==> src/rtl/instr_fetch.sv <==
// rtl/instr_fetch.sv - RISC-V fetch stage: PC, 2-entry fetch queue, redirect/flush.
// Optional misaligned-redirect trap built when FETCH_MISALIGN_TRAP_EN is defined.
module instr_fetch #(
  parameter logic [31:0] RESET_PC = 32'h0000_0000
) (
  input  logic        clk,
  input  logic        rst,
  output logic [31:0] imem_addr,
  input  logic [31:0] imem_instr,
  input  logic        redirect_valid,
  input  logic [31:0] redirect_pc,
  output logic        if_valid,
  output logic [31:0] if_instr,
  output logic [31:0] if_pc,
  input  logic        id_ready,
  output logic        fetch_misaligned
);

  typedef enum logic {RUN, TRAP} state_t;

  state_t      state;
  state_t      state_next;
  logic [31:0] pc;
  logic [31:0] q_pc    [2];
  logic [31:0] q_instr [2];
  logic        head;
  logic        tail;
  logic [1:0]  count;
  logic        pop;
  logic        push;
  logic        redirect_trap;
  logic [31:0] redirect_target;

`ifdef FETCH_MISALIGN_TRAP_EN
  assign redirect_trap    = (redirect_pc[1:0] != 2'b00);
  assign redirect_target  = redirect_pc;
  assign fetch_misaligned = (state == TRAP);
`else
  assign redirect_trap    = 1'b0;
  assign redirect_target  = {redirect_pc[31:2], 2'b00};
  assign fetch_misaligned = 1'b0;
`endif

  assign pop  = (count != 2'd0) && id_ready;
  assign push = (state == RUN) && !redirect_valid && ((count != 2'd2) || pop);
  // With count==2 the tail wraps onto the head slot, which a same-cycle pop frees.
  assign tail = head ^ count[0];

  assign imem_addr = pc;
  assign if_valid  = (count != 2'd0);
  assign if_instr  = q_instr[head];
  assign if_pc     = q_pc[head];

  always_ff @(posedge clk) begin
    if (rst) begin
      state <= RUN;
    end else begin
      state <= state_next;
    end
  end

  always_comb begin
    state_next = state;
    if (redirect_valid) begin
      state_next = redirect_trap ? TRAP : RUN;
    end
  end

  always_ff @(posedge clk) begin
    if (rst) begin
      pc    <= RESET_PC;
      count <= 2'd0;
      head  <= 1'b0;
    end else if (redirect_valid) begin
      pc    <= redirect_target;
      count <= 2'd0;
      head  <= 1'b0;
    end else begin
      if (push) begin
        pc <= pc + 32'd4;
      end
      if (pop) begin
        head <= ~head;
      end
      case ({push, pop})
        2'b10:   count <= count + 2'd1;
        2'b01:   count <= count - 2'd1;
        default: count <= count;
      endcase
    end
  end

  // Storage needs no reset: entries are only observed while count marks them valid.
  always_ff @(posedge clk) begin
    if (!rst && push) begin
      q_pc[tail]    <= pc;
      q_instr[tail] <= imem_instr;
    end
  end

endmodule

==> config.mk <==
export PLATFORM = sky130hd
export DESIGN_NAME = instr_fetch
export DESIGN_NICKNAME = d
export VERILOG_FILES = /design/src/rtl/instr_fetch.sv
export SDC_FILE = /design/constraint.sdc
export NUM_CORES = 1
export LEC_CHECK = 0
export ABC_AREA = 0
export CAP_MARGIN = 20
export CORE_ASPECT_RATIO = 0.5
export CORE_UTILIZATION = 49
export CTS_CLUSTER_DIAMETER = 100
export DETAILED_ROUTE_END_ITERATION = 8
export PLACE_DENSITY = 0.79
export SLEW_MARGIN = 20
export SYNTH_ARGS = -nofsm -noshare
export SYNTH_HDL_FRONTEND = slang
export SYNTH_SLANG_ARGS = --single-unit
==> constraint.sdc <==
create_clock -name clk -period 9.6 [get_ports clk]
set_clock_uncertainty 0.05 [all_clocks]
set_input_delay 2.4 -clock clk [delete_from_list [all_inputs] [get_ports clk]]
set_output_delay 2.4 -clock clk [all_outputs]
set_load 0.01 [all_outputs]
==> impl.org <==
** Timing
- Dividing the final minimum period by the clock period gives 0.5594.
- Setup repair after global routing missed its margin :: no
- Max-slew violation count :: 0
- The routed design could run at a clock period as short as 5.371 ns.
- For the pin with the worst max-slew slack, the measured transition is 0.9193 ns.
- The count of final hold-check violations came to 0.
- After routing, the total negative slack on setup checks comes to 0 ns.
- Remaining max-slew budget at the tightest pin :: 0.3853
- Setup violations remaining at the end of the flow were counted as 0.
- The tightest hold path in the finished design has a slack of 0.4629 ns.
- Highest clock frequency the design can meet :: 186.2 MHz

** Setup path
- End of the worst register-to-register path :: q_instr[0][11]
- Reg-to-reg critical path startpoint :: count[0]
- Worst reg-to-reg path cell count :: 5
- For flop-to-flop paths, the worst setup slack is 6.62 ns.
- Data on the critical path is required at its endpoint by 9.60 ns.
- Element type at the critical path end :: flip-flop
- Of all nets on the critical path, the largest fanout is 33.
- Kind of start point of the critical path :: input port
- Worst Setup Path Type :: input port to flip-flop
- Data arrival time of the critical path :: 5.37 ns

** Drt
- For this block, the via count after detailed routing is 4,384.
- Post-detailed-route count of antenna-violating nets :: 0
- Via density per instance :: 5.556
- After detailed routing, the average wire length per cell comes to 18.09 um.
- The first detailed-routing pass ran for 5 iterations.
- In the routed design, unresolved DRC markers number 0.
- Starting DRT DRC Count :: 328
- Routed WL :: 14.27 mm

** CTS
- Post-CTS repair changed the size of 0 cells.
- Clock tree buffer depth :: 2
- Once the clock tree was built, the setup fixing pass inserted 0 buffers.
- Post-CTS Hold Fix Bufs :: 0
- Clock tree synthesis found a total of 158 sinks.
- Clock-pin slew on the worst setup and hold paths :: 0.06 ns
- In this run the number of H-tree levels came out at 4.
- Clock tree from TritonCTS :: done
- Clock buffers created by TritonCTS :: 17
- Cell at the root of the clock tree :: clkbuf_16
- For the worst-skew pair, the clock arrives at the later sink with an insertion delay of 0.41 ns.

** Min path
- Critical hold path startpoint :: count[1]
- Min-Delay Path Depth :: 2
- The worst hold path terminates at count[1].
- Class of the tightest hold or removal check :: flip-flop to flip-flop

** Yosys
- Of the post-synthesis cell area, the dominant cell type holds 0.5745.
- The synthesized design contains 124 enable-type register cells.
- The share of the Yosys chip area taken by registers is 0.6795.
- Summing every instance area after synthesis gives 6481 um^2.
- Number of distinct library cells after synthesis :: 43
- The synthesized design contains 158 register bits.
- Among all flip-flop cells after synthesis, the most frequent one is edfxtp_1.
- In the post-synthesis netlist, the biggest area contributors are edfxtp_1, mux2_2, dfxtp_1, a311oi_1, nor2_1.
- Library cell occupying the most area in the post-synthesis netlist :: edfxtp_1
- After synthesis, the mean cell area works out to 14.47 um^2.
- The cell count after synthesis came out at 448.
- Number of warnings issued by yosys :: 0
- Among all cell types in the netlist, the one instantiated most often is edfxtp_1.
- Counting flops with an async set or reset pin after synthesis yields a share of 0.
- Most instantiated cells after synthesis :: edfxtp_1, mux2_2, dfxtp_1

** Global routing
- For this run, global-route usage on met3 was measured as 0.03696.
- All-layer global routing usage :: 0.2135
- The initial antenna violation count was 0.
- Entering global routing, the biggest net connects 63 pins.
- Grt met2 use :: 0.3594
- Global routing usage on met1 :: 0.2731
- Wire length of the first global-routing pass :: 22.49 mm
- The number of global-route vias before repair is 4,330.
- Most used routing layer in global routing :: met2
- For this run the aggregate overflow at the end of global routing stands at 0.

** Die
- DIE WIDTH :: 164.6 um
- In this run the count of I/O pins placed on the die edge is 166.
- The initialized floorplan defines 29 standard-cell rows.
- DIE HEIGHT :: 83.33 um
- The floorplan step defined a die boundary enclosing 13,720 um^2.
- The initial utilization of the core area, before any placement, comes to 0.5074.
- The core region is 12,770 um^2.

** Cells and area
- In the final layout, the share of cells above drive strength 1 is 0.1745.
- Relative to the synthesized area, the layout overhead comes to 36.37%.
- The final layout contains 676 nets.
- The number of antenna diodes in the final layout is 0.

** Power and ir drop
- Worst IR drop on VDD :: 0.1144 mV
- Power spread over the standard cell area amounts to 187.3 nW/um^2.
- Total power :: 0.001655 W
- Leakage power :: 2.945 nW

** Placed design
- Port buffering added 158 buffers.
- Sum of net half-perimeters after detailed placement :: 9.123 mm
- Routability-driven placement finished with a final weighted congestion of 0.7845.

** Run status
- The run finished with clean final reports.

** Run
- Max Cap Viol :: 0
## where the power goes
| group | switching, W | total, W | internal, W |
|---|---|---|---|
| Combinational | 0.0000649 | 0.000155 | 0.0000897 |
| Sequential | 0.0000236 | 0.000795 | 0.000772 |
| Clock | 0.000268 | 0.000705 | 0.000437 |
## metrics by stage
stage / instances / utilization / setup WS, ns / cell area (um^2)
after floorplan: 452 / - / 1.774 / 6496
after global placement: 757 / 0.6433 / 3.920 / 8217
after detailed placement: 757 / 0.6433 / 3.852 / 8217
after CTS: 789 / 0.6920 / 4.260 / 8838
after global routing: 789 / 0.6920 / 4.018 / 8838
final: 789 / 0.6920 / 4.229 / 8838
## registers in the layout, indices dropped and copies added (netlist names), named ones only
signal	count
head	1
count	2
q_instr	64
q_pc	60
imem_addr	30
## worst max-delay path, cell delays in order
cell             delay, ns
clkdlybuf4s50_1       0.60
or2_0                 0.47
nor2_1                0.56
and2_2                0.77
buf_4                 0.53
## per-layer routing
layer | vias up | share of wire
met5 | - | 0
li1 | 2063 | -
met1 | 2159 | 0.43
met2 | 145 | 0.50
met3 | 17 | 0.050
met4 | 0 | 0.016
## cells by family (layout without fill, tap and decap cells)
group,after synthesis,in the layout,synth area share
AND/OR/NAND/NOR,117,117,0.1014
adder cells (fa/ha/maj),2,2,0.003860
buffers and inverters,36,203,0.02413
flip-flops,158,158,0.6795
other,1,5,0.0005786
AO/OA/AOI/OAI,60,60,0.06661
multiplexers,62,62,0.1077
XOR/XNOR,12,12,0.01622
## how the worst max path moves through the flow
| stage | startpoint | end | slack [ns] | depth (start not counted) |
|---|---|---|---|---|
| CTS | redirect_valid | q_instr[0][11] | 4.26 | 5 |
| detailed placement | redirect_valid | q_instr[0][5] | 3.85 | 5 |
| floorplan | rst | q_instr[1][0] | 1.77 | 4 |
| finish | redirect_valid | q_instr[0][11] | 4.23 | 5 |
| global route | redirect_valid | q_pc[0][6] | 4.02 | 5 |
| global placement | redirect_valid | q_instr[0][5] | 3.92 | 5 |
## final cells by class
type / count / area, um^2
inverter: 6 / 22.52
timing repair buffer: 165 / 1634
fill: 907 / 3934
multi-input combinational: 258 / 1942
clock buffer: 19 / 432.9
tap: 170 / 212.7
clock inverter: 13 / 188.9
sequential: 158 / 4405
## cell usage in the layout (no fill, tap or decap), types with 2 or more instances in the layout
cell / count
a32oi_1: 2
xnor2_1: 5
clkinv_4: 5
conb_1: 5
edfxtp_1: 124
buf_4: 7
and3_1: 5
nand3_1: 12
o21ai_0: 12
nor3_1: 2
o211ai_1: 5
o31ai_1: 8
o311ai_0: 3
a311oi_1: 15
clkbuf_1: 2
or4_1: 12
nand2_1: 16
clkdlybuf4s50_1: 158
nand2b_1: 3
xor2_1: 7
or3_1: 9
or3_2: 2
inv_1: 6
dfxtp_1: 33
and4_1: 6
a21oi_1: 6
a211oi_1: 6
bufinv_16: 4
mux2_2: 62
ha_1: 2
and2_1: 2
nor2_1: 27
nand4_1: 11
clkbuf_16: 17
No activity file was read; power rests on OpenSTA's default activity.
